**src/rtl/baud_tick_gen.sv**
```systemverilog
// Fractional-N baud tick generator: a phase accumulator yields an oversample tick,
// and every OVERSAMPLE-th oversample tick is also the 1x bit tick.
module baud_tick_gen #(
  parameter int          ACC_WIDTH  = 16,
  parameter int          OVERSAMPLE = 16,
  parameter int unsigned INC_RESET  = 2416,
  localparam int         PHASE_W    = $clog2(OVERSAMPLE)
) (
  input  logic                 clk,
  input  logic                 rst_n,
  input  logic                 en,
  input  logic                 resync,
  input  logic [ACC_WIDTH-1:0] inc_in,
  input  logic                 inc_load,
  output logic                 inc_pending,
  output logic                 os_tick,
  output logic                 baud_tick,
  output logic [PHASE_W-1:0]   os_phase
);

  localparam logic [ACC_WIDTH-1:0] INC_INIT  = ACC_WIDTH'(INC_RESET);
  localparam logic [PHASE_W-1:0]   PHASE_MAX = PHASE_W'(OVERSAMPLE - 1);

  logic [ACC_WIDTH-1:0] frac;
  logic                 carry;
  logic [ACC_WIDTH-1:0] inc_active;
  logic [ACC_WIDTH-1:0] inc_staged;
  logic [ACC_WIDTH:0]   sum;
  logic [ACC_WIDTH-1:0] next_inc;
  logic                 apply_now;

  // The prior carry is deliberately dropped: only the fraction feeds the adder.
  assign sum = {1'b0, frac} + {1'b0, inc_active};

  // A load coinciding with an apply edge bypasses the staging register.
  assign next_inc  = inc_load ? inc_in : inc_staged;
  assign apply_now = baud_tick | ~en | (inc_active == '0);

  assign os_tick   = carry;
  assign baud_tick = carry & (os_phase == PHASE_MAX);

  // NOTE: all state here uses non-blocking assignments so every register samples
  // pre-edge values; baud_tick/apply_now therefore see the old phase and carry.
  always_ff @(posedge clk) begin
    if (!rst_n) begin
      frac        <= '0;
      carry       <= 1'b0;
      os_phase    <= '0;
      inc_active  <= INC_INIT;
      inc_staged  <= INC_INIT;
      inc_pending <= 1'b0;
    end else if (resync) begin
      frac        <= '0;
      carry       <= 1'b0;
      os_phase    <= '0;
      inc_active  <= next_inc;
      inc_pending <= 1'b0;
      if (inc_load) inc_staged <= inc_in;
    end else begin
      if (carry) os_phase <= os_phase + 1'b1;

      if (en) {carry, frac} <= sum;
      else    carry         <= 1'b0;

      if (inc_load) inc_staged <= inc_in;

      if (apply_now) begin
        inc_active  <= next_inc;
        inc_pending <= 1'b0;
      end else if (inc_load) begin
        inc_pending <= 1'b1;
      end
    end
  end

endmodule

```
**config.mk**
```make
export PLATFORM = sky130hd
export DESIGN_NAME = baud_tick_gen
export DESIGN_NICKNAME = d
export VERILOG_FILES = /design/src/rtl/baud_tick_gen.sv
export SDC_FILE = /design/constraint.sdc
export NUM_CORES = 1
export LEC_CHECK = 0
export CAP_MARGIN = 30
export CORE_UTILIZATION = 57
export CTS_CLUSTER_DIAMETER = 40
export DETAILED_ROUTE_END_ITERATION = 16
export PLACE_DENSITY = 0.89
export SETUP_SLACK_MARGIN = 0.1
export SLEW_MARGIN = 20
export SYNTH_ARGS = -nofsm -noshare
export SYNTH_HDL_FRONTEND = slang
export SYNTH_SLANG_ARGS = --single-unit
export TNS_END_PERCENT = 50
```
**constraint.sdc**
```tcl
create_clock -name clk -period 2.76 [get_ports clk]
set_input_delay 0.69 -clock clk [delete_from_list [all_inputs] [get_ports clk]]
set_output_delay 0.69 -clock clk [all_outputs]
set_load 0.03 [all_outputs]
```
==> reports/qor.csv <==
stage,metric,value,unit
grt,number of global-route vias before repair,2108,
worst_hold_path,origin of the worst min-delay path,inc_staged[11]$_SDFF_PN1_,
synth,Main synth FF type,dfxtp_1,
sta,fin worst setup slack,0.258,ns
route,drt pass-1 iters,4,
worst_hold_path,Hold Path Class,reg -> reg,
worst_hold_path,Hold EP,inc_staged[11]$_SDFF_PN1_,
worst_setup_path,Worst R2R Start,inc_active[0]$_SDFFE_PN0P_,
synth,syn avg cell area,9.50,sq um
clock_network,CTS H-Tree Depth,2,
grt,first-pass GRT wire length,10.1,mm
placed_design,Setup WS pre-CTS,0.493,ns
synth,asr flop ratio synth,0,
route,post-route ant nets,0,
grt,GRT Overall Usage,0.253,
clock_network,Clock Root Buffer,clkbuf_8,
clock_network,worst skew pair latency,0.30,ns
run_status,outcome,"complete, no violations",
sta,endpoints failing setup,0,
synth,Synth Instances,295,
worst_setup_path,Reg2Reg Capture Point,frac[14]$_SDFFE_PP0P_,
worst_setup_path,Setup crit end kind,output port,
synth,Mapped Area,2800,sq um
clock_network,hold bufs inserted after CTS,0,
clock_network,"Clk pin slew, worst setup/hold paths",0.10,ns
sta,Fin Hold WS,0.475,ns
die,starting density of the core,0.593,
clock_network,post-cts resize count,0,
pwr,PwrDens,514,nW/um^2
clock_network,total CTS buffers,5,
pwr,Tot Pwr,1.67,mW
sta,Slew Limit Headroom,0.568,
grt,gr ovfl total,0,
sta,RSZ-0062 raised after global routing,false,
placed_design,port bufs,27,
worst_setup_path,"Arr. time, crit path",1.81,ns
sta,Setup TNS Final,0,ns
die,floorplan core area,4720,sq um
job,max_cap viols,0,
sta,final period utilization,0.906,
sta,worst slew pin tran,0.642,ns
worst_setup_path,crit-path max FO,4,
synth,Post-synth EDFFs,0,
pwr,Peak VDD IR,0.401,mV
final_layout,final std cells w/o fill,390,
grt,largest net degree at the start of global routing,30,
final_layout,"commonest non-fill, non-tap cells in the layout","54 x dfxtp_1, 45 x nor2_1, 27 x clkdlybuf4s50_1, 23 x mux2i_1, 17 x ha_1",
sta,max-slew violation count,0,
clock_network,CTS sink cnt,54,
route,residual DRC count,0,
synth,Yosys cell types,54,
route,detailed-route via count,2329,
die,FP Rows,25,
sta,Final min period,2.50,ns
placed_design,HPWL after DPL,4.62,mm
worst_setup_path,WP data required,2.07,ns
final_layout,Fill cells,366,
final_layout,diode count,0,
final_layout,"commonest non-fill, non-tap cell in the layout",dfxtp_1,
die,IO Count,28,
worst_setup_path,CP startpoint kind,flip-flop,
synth,"Seq/Total Area, Yosys",0.386,
synth,syn_nets,334,
placed_design,Final Wtd Congestion,0.909,
die,die area,5200,sq um
worst_setup_path,worst r2r path cells,8,
synth,#FFs+latches synth,54,
pwr,leakage power,1.37,nW
route,Iter 0 DRT Violations,163,
route,DR WL/cell,16.5,microns
clock_network,clk buf depth,2,
die,Die X,72.1,microns
grt,initial antenna violation count,0,
final_layout,fin nets,361,
placed_design,Placed Cells,382,
sta,Final Hold Viols,0,
route,final wirelength,6.43,mm
worst_hold_path,Hold Path Depth,2,
final_layout,synthesis-to-layout area growth,15.9,%
clock_network,CTS tree,yes,
synth,YS warnings,0,
final_layout,layout cells sized above 1,0.121,
worst_setup_path,Worst R2R Setup Slack,0.42,ns
route,Via density,5.97,
sta,clk_skew,0.00592,ns
sta,Fmax achieved,0.400,GHz
clock_network,number of post-CTS setup repair buffers,0,
worst_setup_path,kind of critical path,reg -> out,
die,Die H,72.1,microns
==> critical path, cell delays in order, from the launching register on <==
cell	delay, ns
dfxtp_1	0.40
ha_1	0.19
and4_4	0.25
clkdlybuf4s50_1	0.67
==> flip-flops by register name (all words and copies together), names as in the netlist <==
| register | flops |
|---|---|
| inc_active | 16 |
| os_phase | 4 |
| frac | 16 |
| inc_staged | 16 |
| inc_pending | 1 |
| os_tick | 1 |
==> worst max-delay path by stage <==
| stage | startpoint | end | slack, ns |
|---|---|---|---|
| floorplan | frac[0]$_SDFFE_PP0P_ | frac[14]$_SDFFE_PP0P_ | 0.62 |
| global placement | inc_active[0]$_SDFFE_PN0P_ | frac[14]$_SDFFE_PP0P_ | 0.53 |
| detailed placement | inc_active[0]$_SDFFE_PN0P_ | frac[14]$_SDFFE_PP0P_ | 0.49 |
| CTS | os_phase[0]$_SDFFE_PP0P_ | baud_tick | 0.24 |
| global route | os_phase[0]$_SDFFE_PP0P_ | baud_tick | 0.20 |
| finish | os_phase[0]$_SDFFE_PP0P_ | baud_tick | 0.26 |
==> power breakdown <==
group          internal (mW)  switching, mW
combinational          0.132          0.157
clock                  0.271          0.257
sequential             0.820         0.0297
==> per-stage QoR <==
step,instance area [sq um],utilization
after floorplan,2800,-
after global placement,3140,0.664
after detailed placement,3140,0.664
after CTS,3250,0.687
after global routing,3250,0.687
final,3250,0.687
==> cell usage after synthesis, types with 3 or more instances <==
| master | number | area (sq um) |
|---|---|---|
| o21a_1 | 3 | 22.5 |
| dfxtp_1 | 54 | 1080 |
| o211ai_1 | 4 | 30.0 |
| buf_2 | 4 | 20.0 |
| nand3_1 | 12 | 60.1 |
| or3_1 | 5 | 31.3 |
| nand2_1 | 13 | 48.8 |
| ha_1 | 17 | 213 |
| a211oi_1 | 7 | 52.6 |
| nand4_1 | 6 | 37.5 |
| o21ai_0 | 6 | 30.0 |
| a21oi_1 | 8 | 40.0 |
| a21o_1 | 9 | 67.6 |
| xnor2_1 | 5 | 43.8 |
| mux2_2 | 3 | 33.8 |
| mux2i_1 | 23 | 230 |
| xor2_1 | 4 | 35.0 |
| clkbuf_1 | 7 | 26.3 |
| nor2_1 | 45 | 169 |
| a211oi_2 | 12 | 150 |
| nor4_1 | 5 | 31.3 |
| or2_2 | 4 | 25.0 |
==> layer usage <==
metal  vias to the layer above  global-route usage  wire length (microns)  share of wire
li1                       1144                   -                      -              -
met1                      1106               0.346                   2930           0.46
met2                        71               0.408                   3090           0.48
met3                         8              0.0417                    312          0.049
met4                         0              0.0828                     93          0.014
met5                         -                   0                      0              0
==> logic make-up (layout without fill, tap and decap cells) <==
kind of cell             after synthesis  count (layout)  share of synthesized area
AND/OR/NAND/NOR                      106             106                      0.186
AO/OA/AOI/OAI                         66              66                      0.194
flip-flops                            54              54                      0.386
multiplexers                          26              26                     0.0942
adder cells (fa/ha/maj)               18              18                     0.0831
buffers and inverters                 16              44                     0.0286
XOR/XNOR                               9               9                     0.0281
==> area by class of cell <==
| class | count | area, sq um | area share |
|---|---|---|---|
| multi-input combinational | 225 | 1640 | 0.505 |
| timing repair buffer | 34 | 323 | 0.0995 |
| clock inverter | 2 | 37.5 | 0.0116 |
| sequential | 54 | 1080 | 0.333 |
| inverter | 2 | 7.51 | 0.00231 |
| tap | 67 | 83.8 | 0.0258 |
| clock buffer | 6 | 72.6 | 0.0224 |
Power figures use the tool's default switching activity.
